[src/rtl/simd_mem_arbiter_pkg.sv]
// Shared widths, requester indices and FSM state type for the SIMD data-memory arbiter.
// SIMD_MEM_ARB_HOST_EN adds the host/debug requester (index 2) to the round-robin.
package simd_mem_pkg;

  localparam int ADDR_W = 4;
  localparam int DATA_W = 8;
  localparam int LEN_W  = 4;

  localparam int REQ_LOAD  = 0;
  localparam int REQ_STORE = 1;
  localparam int REQ_HOST  = 2;

`ifdef SIMD_MEM_ARB_HOST_EN
  localparam int NREQ = 3;
`else
  localparam int NREQ = 2;
`endif

  localparam int PTR_W = (NREQ > 2) ? 2 : 1;

  typedef enum logic [1:0] {
    S_IDLE,
    S_BURST,
    S_FINISH
  } state_e;

  // Round-robin pointer after granting idx: one past the winner, wrapping at NREQ.
  function automatic logic [PTR_W-1:0] ptr_after(input logic [PTR_W-1:0] idx);
    return (int'(idx) >= NREQ - 1) ? '0 : idx + 1'b1;
  endfunction

endpackage

[src/rtl/simd_mem_arbiter_if.sv]
// Requester and memory-macro bus of the SIMD data-memory arbiter.
// master = requesters plus memory macro; slave = the arbiter itself.
interface simd_mem_arbiter_if;
  import simd_mem_pkg::*;

  logic [NREQ-1:0]        req;
  logic [NREQ-1:0]        we;
  logic [NREQ*ADDR_W-1:0] addr;
  logic [NREQ*LEN_W-1:0]  len;
  logic [NREQ*DATA_W-1:0] wdata;
  logic [NREQ-1:0]        gnt;
  logic [NREQ-1:0]        beat;
  logic [NREQ-1:0]        rvalid;
  logic [DATA_W-1:0]      rdata;
  logic [NREQ-1:0]        done;

  logic                   mem_en;
  logic                   mem_we;
  logic [ADDR_W-1:0]      mem_addr;
  logic [DATA_W-1:0]      mem_wdata;
  logic [DATA_W-1:0]      mem_rdata;

  modport master (
    output req, we, addr, len, wdata, mem_rdata,
    input  gnt, beat, rvalid, rdata, done, mem_en, mem_we, mem_addr, mem_wdata
  );

  modport slave (
    input  req, we, addr, len, wdata, mem_rdata,
    output gnt, beat, rvalid, rdata, done, mem_en, mem_we, mem_addr, mem_wdata
  );

endinterface

[src/rtl/simd_mem_arbiter_rr_pick.sv]
// Combinational round-robin picker: first requester at or above ptr, else lowest overall.
module simd_rr_pick #(
  parameter int NREQ  = 2,
  parameter int PTR_W = 1
) (
  input  logic [NREQ-1:0]  req,
  input  logic [PTR_W-1:0] ptr,
  output logic [NREQ-1:0]  gnt,
  output logic             valid
);

  // Two passes: indices >= ptr first, then wrap to the lowest remaining index.
  always_comb begin
    // NOTE: every combinational output gets a default first so no path can infer a latch.
    gnt   = '0;
    valid = 1'b0;
    for (int i = 0; i < NREQ; i++) begin
      if (!valid && req[i] && (i >= int'(ptr))) begin
        gnt[i] = 1'b1;
        valid  = 1'b1;
      end
    end
    for (int i = 0; i < NREQ; i++) begin
      if (!valid && req[i]) begin
        gnt[i] = 1'b1;
        valid  = 1'b1;
      end
    end
  end

endmodule

[src/rtl/simd_mem_arbiter.sv]
// Round-robin burst arbiter/sequencer for the shared single-port SIMD data memory.
// SIMD_MEM_ARB_HOST_EN (see package) enables the host port as a third requester.
module simd_mem_arbiter
  import simd_mem_pkg::*;
(
  input logic               CLK,
  input logic               RSTN,
  simd_mem_arbiter_if.slave bus
);

  state_e            state;
  logic [PTR_W-1:0]  ptr;
  logic [PTR_W-1:0]  pick_idx;
  logic [NREQ-1:0]   pick_oh;
  logic [NREQ-1:0]   win_oh;
  logic              pick_valid;
  logic              pick_we;
  logic              cur_we;
  logic              fin_ext;
  logic              rd_pipe;
  logic [ADDR_W-1:0] pick_addr;
  logic [ADDR_W-1:0] base;
  logic [LEN_W-1:0]  pick_len;
  logic [LEN_W-1:0]  len_q;
  logic [LEN_W-1:0]  cnt;
  logic [LEN_W-1:0]  cnt_nxt;
  logic [DATA_W-1:0] pick_wdata;
  logic [DATA_W-1:0] win_wdata;

  simd_rr_pick #(
    .NREQ  (NREQ),
    .PTR_W (PTR_W)
  ) u_pick (
    .req   (bus.req),
    .ptr   (ptr),
    .gnt   (pick_oh),
    .valid (pick_valid)
  );

  assign cnt_nxt = cnt + 1'b1;

  // One-hot muxes: candidate winner's request fields, and the live winner's write data.
  always_comb begin
    pick_idx   = '0;
    pick_we    = 1'b0;
    pick_addr  = '0;
    pick_len   = '0;
    pick_wdata = '0;
    win_wdata  = '0;
    for (int i = 0; i < NREQ; i++) begin
      if (pick_oh[i]) begin
        pick_idx   = PTR_W'(i);
        pick_we    = bus.we[i];
        pick_addr  = bus.addr[i*ADDR_W +: ADDR_W];
        pick_len   = bus.len[i*LEN_W +: LEN_W];
        pick_wdata = bus.wdata[i*DATA_W +: DATA_W];
      end
      if (win_oh[i]) begin
        win_wdata = bus.wdata[i*DATA_W +: DATA_W];
      end
    end
  end

  // NOTE: sequential state uses <= so every register samples pre-edge values.
  always_ff @(posedge CLK) begin
    if (!RSTN) begin
      state         <= S_IDLE;
      ptr           <= '0;
      cnt           <= '0;
      len_q         <= '0;
      base          <= '0;
      cur_we        <= 1'b0;
      win_oh        <= '0;
      fin_ext       <= 1'b0;
      rd_pipe       <= 1'b0;
      bus.gnt       <= '0;
      bus.beat      <= '0;
      bus.rvalid    <= '0;
      bus.rdata     <= '0;
      bus.done      <= '0;
      bus.mem_en    <= 1'b0;
      bus.mem_we    <= 1'b0;
      bus.mem_addr  <= '0;
      bus.mem_wdata <= '0;
    end else begin
      // Read return path: macro answers one cycle after MEM_EN, then one register stage.
      bus.done   <= '0;
      rd_pipe    <= bus.mem_en & ~bus.mem_we;
      bus.rvalid <= rd_pipe ? win_oh : '0;
      bus.rdata  <= bus.mem_rdata;

      unique case (state)
        S_IDLE: begin
          if (pick_valid) begin
            state         <= S_BURST;
            ptr           <= ptr_after(pick_idx);
            cnt           <= '0;
            len_q         <= pick_len;
            base          <= pick_addr;
            cur_we        <= pick_we;
            win_oh        <= pick_oh;
            bus.gnt       <= pick_oh;
            bus.beat      <= pick_oh;
            bus.mem_en    <= 1'b1;
            bus.mem_we    <= pick_we;
            bus.mem_addr  <= pick_addr;
            bus.mem_wdata <= pick_wdata;
          end else begin
            bus.beat   <= '0;
            bus.mem_en <= 1'b0;
            bus.mem_we <= 1'b0;
          end
        end

        S_BURST: begin
          if (cnt == len_q) begin
            state      <= S_FINISH;
            bus.gnt    <= '0;
            bus.beat   <= '0;
            bus.mem_en <= 1'b0;
            bus.mem_we <= 1'b0;
            // Reads hold FINISH one more cycle so DONE lands on the last RVALID.
            fin_ext    <= ~cur_we;
            if (cur_we) bus.done <= win_oh;
          end else begin
            cnt           <= cnt_nxt;
            bus.mem_addr  <= base + ADDR_W'(cnt_nxt);
            bus.mem_wdata <= win_wdata;
          end
        end

        S_FINISH: begin
          if (fin_ext) begin
            fin_ext  <= 1'b0;
            bus.done <= win_oh;
          end else begin
            state <= S_IDLE;
          end
        end

        default: state <= S_IDLE;
      endcase
    end
  end

endmodule

[src/flat_wrapper.sv]
// flat-port wrapper written by rule: the top's interface ports become plain ports
module simd_mem_arbiter_flat import simd_mem_pkg::*;
  (CLK, RSTN, bus_req, bus_we, bus_addr, bus_len, bus_wdata, bus_mem_rdata, bus_gnt, bus_beat, bus_rvalid, bus_rdata, bus_done, bus_mem_en, bus_mem_we, bus_mem_addr, bus_mem_wdata);
  simd_mem_arbiter_if bus_i ();
  input logic CLK;
  input logic RSTN;
  input wire logic [$bits(bus_i.req)-1:0] bus_req;
  input wire logic [$bits(bus_i.we)-1:0] bus_we;
  input wire logic [$bits(bus_i.addr)-1:0] bus_addr;
  input wire logic [$bits(bus_i.len)-1:0] bus_len;
  input wire logic [$bits(bus_i.wdata)-1:0] bus_wdata;
  input wire logic [$bits(bus_i.mem_rdata)-1:0] bus_mem_rdata;
  output wire logic [$bits(bus_i.gnt)-1:0] bus_gnt;
  output wire logic [$bits(bus_i.beat)-1:0] bus_beat;
  output wire logic [$bits(bus_i.rvalid)-1:0] bus_rvalid;
  output wire logic [$bits(bus_i.rdata)-1:0] bus_rdata;
  output wire logic [$bits(bus_i.done)-1:0] bus_done;
  output wire logic [$bits(bus_i.mem_en)-1:0] bus_mem_en;
  output wire logic [$bits(bus_i.mem_we)-1:0] bus_mem_we;
  output wire logic [$bits(bus_i.mem_addr)-1:0] bus_mem_addr;
  output wire logic [$bits(bus_i.mem_wdata)-1:0] bus_mem_wdata;
  assign bus_i.req = bus_req;
  assign bus_i.we = bus_we;
  assign bus_i.addr = bus_addr;
  assign bus_i.len = bus_len;
  assign bus_i.wdata = bus_wdata;
  assign bus_i.mem_rdata = bus_mem_rdata;
  assign bus_gnt = bus_i.gnt;
  assign bus_beat = bus_i.beat;
  assign bus_rvalid = bus_i.rvalid;
  assign bus_rdata = bus_i.rdata;
  assign bus_done = bus_i.done;
  assign bus_mem_en = bus_i.mem_en;
  assign bus_mem_we = bus_i.mem_we;
  assign bus_mem_addr = bus_i.mem_addr;
  assign bus_mem_wdata = bus_i.mem_wdata;
  simd_mem_arbiter u_core (.CLK(CLK), .RSTN(RSTN), .bus(bus_i));
endmodule
[config.mk]
export PLATFORM = sky130hd
export DESIGN_NAME = simd_mem_arbiter_flat
export DESIGN_NICKNAME = d
export VERILOG_FILES = /design/src/rtl/simd_mem_arbiter_pkg.sv /design/src/rtl/simd_mem_arbiter_if.sv /design/src/rtl/simd_mem_arbiter_rr_pick.sv /design/src/rtl/simd_mem_arbiter.sv /design/src/flat_wrapper.sv
export SDC_FILE = /design/constraint.sdc
export NUM_CORES = 1
export LEC_CHECK = 0
export BUFFER_PORTS_ARGS = -buffer_cell sky130_fd_sc_hd__buf_2
export CAP_MARGIN = 25
export CORE_MARGIN = 10
export CORE_UTILIZATION = 53
export CTS_CLUSTER_DIAMETER = 120
export CTS_CLUSTER_SIZE = 14
export DETAILED_ROUTE_END_ITERATION = 10
export PLACE_DENSITY = 0.84
export SYNTH_ARGS = -nofsm -noshare
export SYNTH_HDL_FRONTEND = slang
export SYNTH_SLANG_ARGS = --single-unit
export TNS_END_PERCENT = 30
[constraint.sdc]
create_clock -name CLK -period 3.9 [get_ports CLK]
set_input_delay 0.585 -clock CLK [delete_from_list [all_inputs] [get_ports CLK]]
set_output_delay 0.585 -clock CLK [all_outputs]
set_load 0.03 [all_outputs]
# After elaboration in Yosys (flattened, before gate mapping)
# Cells that the tools add are included.
# W data, S select, Z words.
# totals
regBits	50
output_inout_bits	30
wordCells	98
# op_classes
n_addsub	3
n_bitwise	3
magnitude_cmp	2
mux	48
n_reduce_logical	17
eq_ne	7
# ops
operator	count
$mux W8	6
$mux W4	8
$mux W2	9
$pmux W4 S2	2
$pmux W8 S2	1
$mux W1	15
$pmux W2 S2	3
$reduce_and A3 Y1	3
$reduce_and A2 Y1	4
$pmux W1 S2	3
$pmux W2 S3	1
$add A4 B1 Y4 const B	1
$add A4 B4 Y4	1
$eq A4 B4 Y1	1
$logic_and A1 B1 Y1	4
$ne A2 B1 Y1 const B	2
$ne A2 B2 Y1 const B	2
$reduce_bool A2 Y1	2
$logic_not A1 Y1	3
$eq A2 B1 Y1 const B	1
$eq A2 B2 Y1 const B	1
$logic_not A2 Y1	1
$not A1 Y1	2
$add A1 B1 Y1 const B	1
3 further kinds	3

# Logic depth before layout (Yosys ltp)
# depth
depth_word	15
ltp_mapped	10
depth_no_buf	7

# Modules after synthesis
# From an unflattened synthesis, not the netlist that was laid out.
# hier_totals
cells_unflattened	244
hier_area_um2	2299.7
# by_module_without_submodules
mod	cells_each	instances	area_per_inst_um2	seq_area_each_um2
simd_mem_arbiter	240	1	2274.7	1001.0
simd_rr_pick	4	1	25.0	0.0

# Worst setup path before layout
# Ideal clock, no wire load.
# synth_timing
path_type	input-to-reg
startpoint	input bus_req[1]
endpoint	register u_core.bus.mem_addr[2]
arrival_ps	1728
stages	8
setup_slack_ps	2040
required_time_ps	3768
setup_ps	132
path_cell_list	buf_6 -> or3b_1 -> buf_2 -> o21ai_2 -> a21oi_1 -> buf_2 -> o211ai_1 -> a21oi_1
# synth_via
elab_chain_cells	11
elab_cells_between_ends	17
# synth_lines
item	line_no	text
start: declaration	flat_wrapper.sv:7	input wire logic [$bits(bus_i.req)-1:0] bus_req;
$logic_and A1 B1 Y1	simd_mem_arbiter_rr_pick.sv:18	if (!valid && req[i] && (i >= int'(ptr))) begin
$mux W1	simd_mem_arbiter_rr_pick.sv:18	
$logic_not A1 Y1	simd_mem_arbiter_rr_pick.sv:24	if (!valid && req[i]) begin
$logic_and A1 B1 Y1	simd_mem_arbiter_rr_pick.sv:24	
$mux W1	simd_mem_arbiter_rr_pick.sv:24	
$logic_not A1 Y1	simd_mem_arbiter_rr_pick.sv:24	
$logic_and A1 B1 Y1	simd_mem_arbiter_rr_pick.sv:24	
$mux W1	simd_mem_arbiter_rr_pick.sv:24	
$mux W4	simd_mem_arbiter.sv:51	if (pick_oh[i]) begin
$mux W4	simd_mem_arbiter.sv:94	if (pick_valid) begin
$pmux W4 S2	simd_mem_arbiter.sv:92	unique case (state)
end signal: assignment	simd_mem_arbiter.sv:106	bus.mem_addr <= pick_addr;
end signal: assignment	simd_mem_arbiter.sv:127	bus.mem_addr <= base + ADDR_W'(cnt_nxt);
end: declaration	simd_mem_arbiter_if.sv:30	output gnt, beat, rvalid, rdata, done, mem_en, mem_we, mem_addr, mem_wdata
# Several ways; a longest one is shown, not always the timed one. The select of a mux whose other input is x is not followed.
# A chain may end at the register's enable or synchronous reset.

# Final worst setup path
# layout_timing
startpoint	register u_core.state[0]
endpoint	register u_core.bus.mem_addr[0]
# layout_via
elab_chain_cells	3
elab_cells_between_ends	7
# layout_lines
item	line_no	text
start: declaration	simd_mem_arbiter.sv:11	state_e state;
start signal: assignment	simd_mem_arbiter.sv:67	state <= S_IDLE;
start signal: assignment	simd_mem_arbiter.sv:95	state <= S_BURST;
start signal: assignment	simd_mem_arbiter.sv:117	state <= S_FINISH;
$eq A2 B1 Y1 / $logic_not A2 Y1 (equally long branches)	simd_mem_arbiter.sv:92	
$ne A2 B2 Y1 (no source line), or another cell as far along	-	
$reduce_and A3 Y1 (no source line)	-	
# Several ways; a longest one is shown, not always the timed one.

==> results.md <==
* Status: completed
* Place WS at 1.54 ns
* Clock buffer depth at 2
* Post-Synth Simple-Gate Area at 0.205
* Reg clk slew, reported paths at 0.09 ns
* Clk sinks at 50
* Main combinational cell family by area after synthesis: simple AND/OR/NAND/NOR gates
* Placed cell area at 0.00256 mm2
* Initial DRC Count at 131
* Max VDD drop at 0.336 mV
* Final Cell Area at 0.00267 mm2
* EDFF count, synth at 0
* CP startpoint: u_core.state[0]$_SDFFE_PN0P_
* CTS tree: yes
* Post-DR vias/cell at 5.58
* Gr ovfl total at 0
* CTS Buf Count at 5
* Setup TNS at 0 ns
* First-pass GRT wire length at 9450 um
* Period utilization at 0.615
* Syn Nets at 301
* Pwr/cell area at 759 mW/mm2
* Met2 usage at 0.232
* Vias in the first global route at 1923
* Routed via count at 2048
* Syn Std Cell Area at 0.00220 mm2
* Filler instances at 340
* Kind of critical path: reg -> reg
* Die area at 0.00712 mm2
* Port bufs at 75
* Clk_lat worst skew at 0.31 ns
* Final non-filler cell total at 367
* WL per Instance at 15.7 um
* Max_cap viols at 0
* Met1 GRT Util at 0.202
* # rows at 23
* Worst-path fanout max at 12
* Share of the synthesized area in the top cell type at 0.456
* Most common cell after layout, fill and taps aside: buf_2
* Cells after Synth at 247
* Origin of the critical flop-to-flop path: u_core.state[0]$_SDFFE_PN0P_
* CTS H-tree lvls at 2
* Final Setup Violations at 0
* # hold bufs at CTS at 0
* Critical path, cell by cell: inv_1, ha_1, or3b_1, o21ai_2, a21oi_1, o211ai_1, a21oi_1
* Die height at 84.4 um
* CP startpoint kind: register
* Clock root cell: clkbuf_8
* CTS-repair resized insts at 0
* Share of cells above drive strength 1 at 0.284
* Most frequent cells in the layout: buf_2, dfxtp_1, nor2_1
* DRC viols at 0
* Fmax at 417 MHz
* Die W at 84.4 um
* Buf/Inv on CP at 1
* Post-CTS setup buffers at 0
* RSZ-0062 raised after global routing: no
* Xor and xnor fraction of the mapped netlist area at 0.0359
* Max stage delay on crit path at 0.76 ns
* Slowest stage cell, crit path: a21oi_1
* Yosys reg bits at 50
* Hold Vio Cnt, Final at 0
* Core area at 0.00400 mm2
* Crit path top cell by count: a21oi_1
* Data required, critical path at 4.14 ns
* Syn-to-layout area delta at 21.7%
* Initial antenna violation count at 0
* Hold Crit Start: u_core.bus.mem_addr[2]$_SDFFE_PN0P_
* WL final at 5770 um
* Multi-input combinational cell area at 0.00109 mm2
* Total track usage at 0.157
* Async S/R FF share, synth at 0
* Pins over their slew limit at 0
* Avg Cell Area, Syn at 8.89 um2
* Initial core utilization at 0.549
* Post-synth top area cell: dfxtp_1
* # placed instances at 359
* Most used routing layer: met2
* Io pins at 76
* Worst Path Arrival at 2.64 ns
* Yosys Warn Count at 0
* Antenna viol nets, final at 0
* DPL Wire Length at 4240 um
* Final net count at 370
* Hold crit path type: reg -> reg
* Leak Pwr at 1.26 nW
* Antenna diodes at 0
* Setup crit end kind: register
* Synth Area in Compound Gates at 0.193
* Register Area at 0.00100 mm2
* Post-synthesis mux area share at 0.0142
* Area contributors post-synth: dfxtp_1, a21oi_1, nor2_1
* Worst-Margin Slew at 0.942 ns
* Largest net degree at the start of global routing at 37
* Routing usage on met3 at 0.0647
* Synth Area in Adders at 0.0490
* Gpl congestion at 0.815
* Synth Flop Type: dfxtp_1
* Synth unique cells at 42
* Initial DRT Pass Iterations at 4
* CP top delay family: compound AO/OA/AOI/OAI gates
* Minimum clock period at 2.40 ns
* Slew Limit Headroom at 0.372
* Clock Skews at 0.00460 ns
* Worst hold slack at 0.453 ns
* Sequential-to-total area share from yosys stat at 0.456
* Setup slack after layout at 1.50 ns
[through the flow]
step	util	power (mW)
final	0.668	2.03
after global routing	0.668	2.17
after CTS	0.668	2.03
after detailed placement	0.641	1.67
after global placement	0.641	1.64
after floorplan	-	1.46
[synth_stat cells (2+ instances only)]
master	count
a21oi_1	27
a221oi_1	8
a222oi_1	4
a32oi_1	6
and2_1	11
and3_1	2
buf_2	3
clkbuf_1	8
dfxtp_1	50
ha_1	7
inv_1	6
mux2i_1	2
nand2_1	21
nand3_1	6
nor2_1	34
nor2b_1	2
nor3_1	8
o211ai_1	3
o21ai_0	7
o21ai_1	2
or3_1	2
xnor2_1	2
xor2_1	7
[registers in the layout, indices dropped and copies added (netlist names), 2 cells and up]
signal and flops:
u_core.bus.mem_wdata 8, u_core.bus.rdata 8, u_core.base 4, u_core.bus.mem_addr 4
u_core.cnt 4, u_core.len_q 4, u_core.bus.beat 2, u_core.bus.done 2
u_core.bus.gnt 2, u_core.bus.rvalid 2, u_core.state 2, u_core.win_oh 2
[worst reg2reg max path: stages (launching register included)]
cell	delay, ns
dfxtp_1	0.36
inv_1	0.07
ha_1	0.30
or3b_1	0.32
o21ai_2	0.14
a21oi_1	0.76
o211ai_1	0.20
a21oi_1	0.18
[final timing paths]
check / to / slack (ns) / depth (start not counted)
setup / recovery: u_core.bus.mem_addr[0]$_SDFFE_PN0P_ / 1.50 / 7
hold / removal: u_core.bus.mem_addr[2]$_SDFFE_PN0P_ / 0.45 / 2
hold reg to reg: u_core.bus.mem_addr[2]$_SDFFE_PN0P_ / 0.45 / 2
setup reg to reg: u_core.bus.mem_addr[0]$_SDFFE_PN0P_ / 1.50 / 7
[cell families (layout without fill, tap and decap cells)]
| kind of cell | count (synthesis) | after routing |
|---|---|---|
| mux | 3 | 3 |
| buf+inv | 21 | 91 |
| compound gates | 63 | 63 |
| fa+ha+maj | 8 | 8 |
| simple gates | 93 | 93 |
| flops | 50 | 50 |
| xor+xnor | 9 | 9 |
[final cells by class]
cell class                 count  area share
multi-input combinational    176       0.408
sequential                    50       0.375
timing repair buffer          76       0.143
clock buffer                   6      0.0272
tap                           50      0.0234
clock inverter                 2      0.0140
inverter                       7     0.00983
[power breakdown]
| part | leakage, nW | total (mW) | switching, mW | internal, mW |
|---|---|---|---|---|
| Combinational | 0.800 | 0.960 | 0.634 | 0.325 |
| Sequential | 0.411 | 0.706 | 0.0752 | 0.631 |
| Clock | 0.0514 | 0.363 | 0.172 | 0.191 |
| Total | 1.26 | 2.03 | 0.881 | 1.15 |
[routing by layer]
layer / vias to the layer above / part of all wire
met5: - / 0
met4: 0 / 0.0099
met3: 6 / 0.11
met2: 105 / 0.41
met1: 934 / 0.47
li1: 1003 / -
Power figures use the tool's default switching activity.
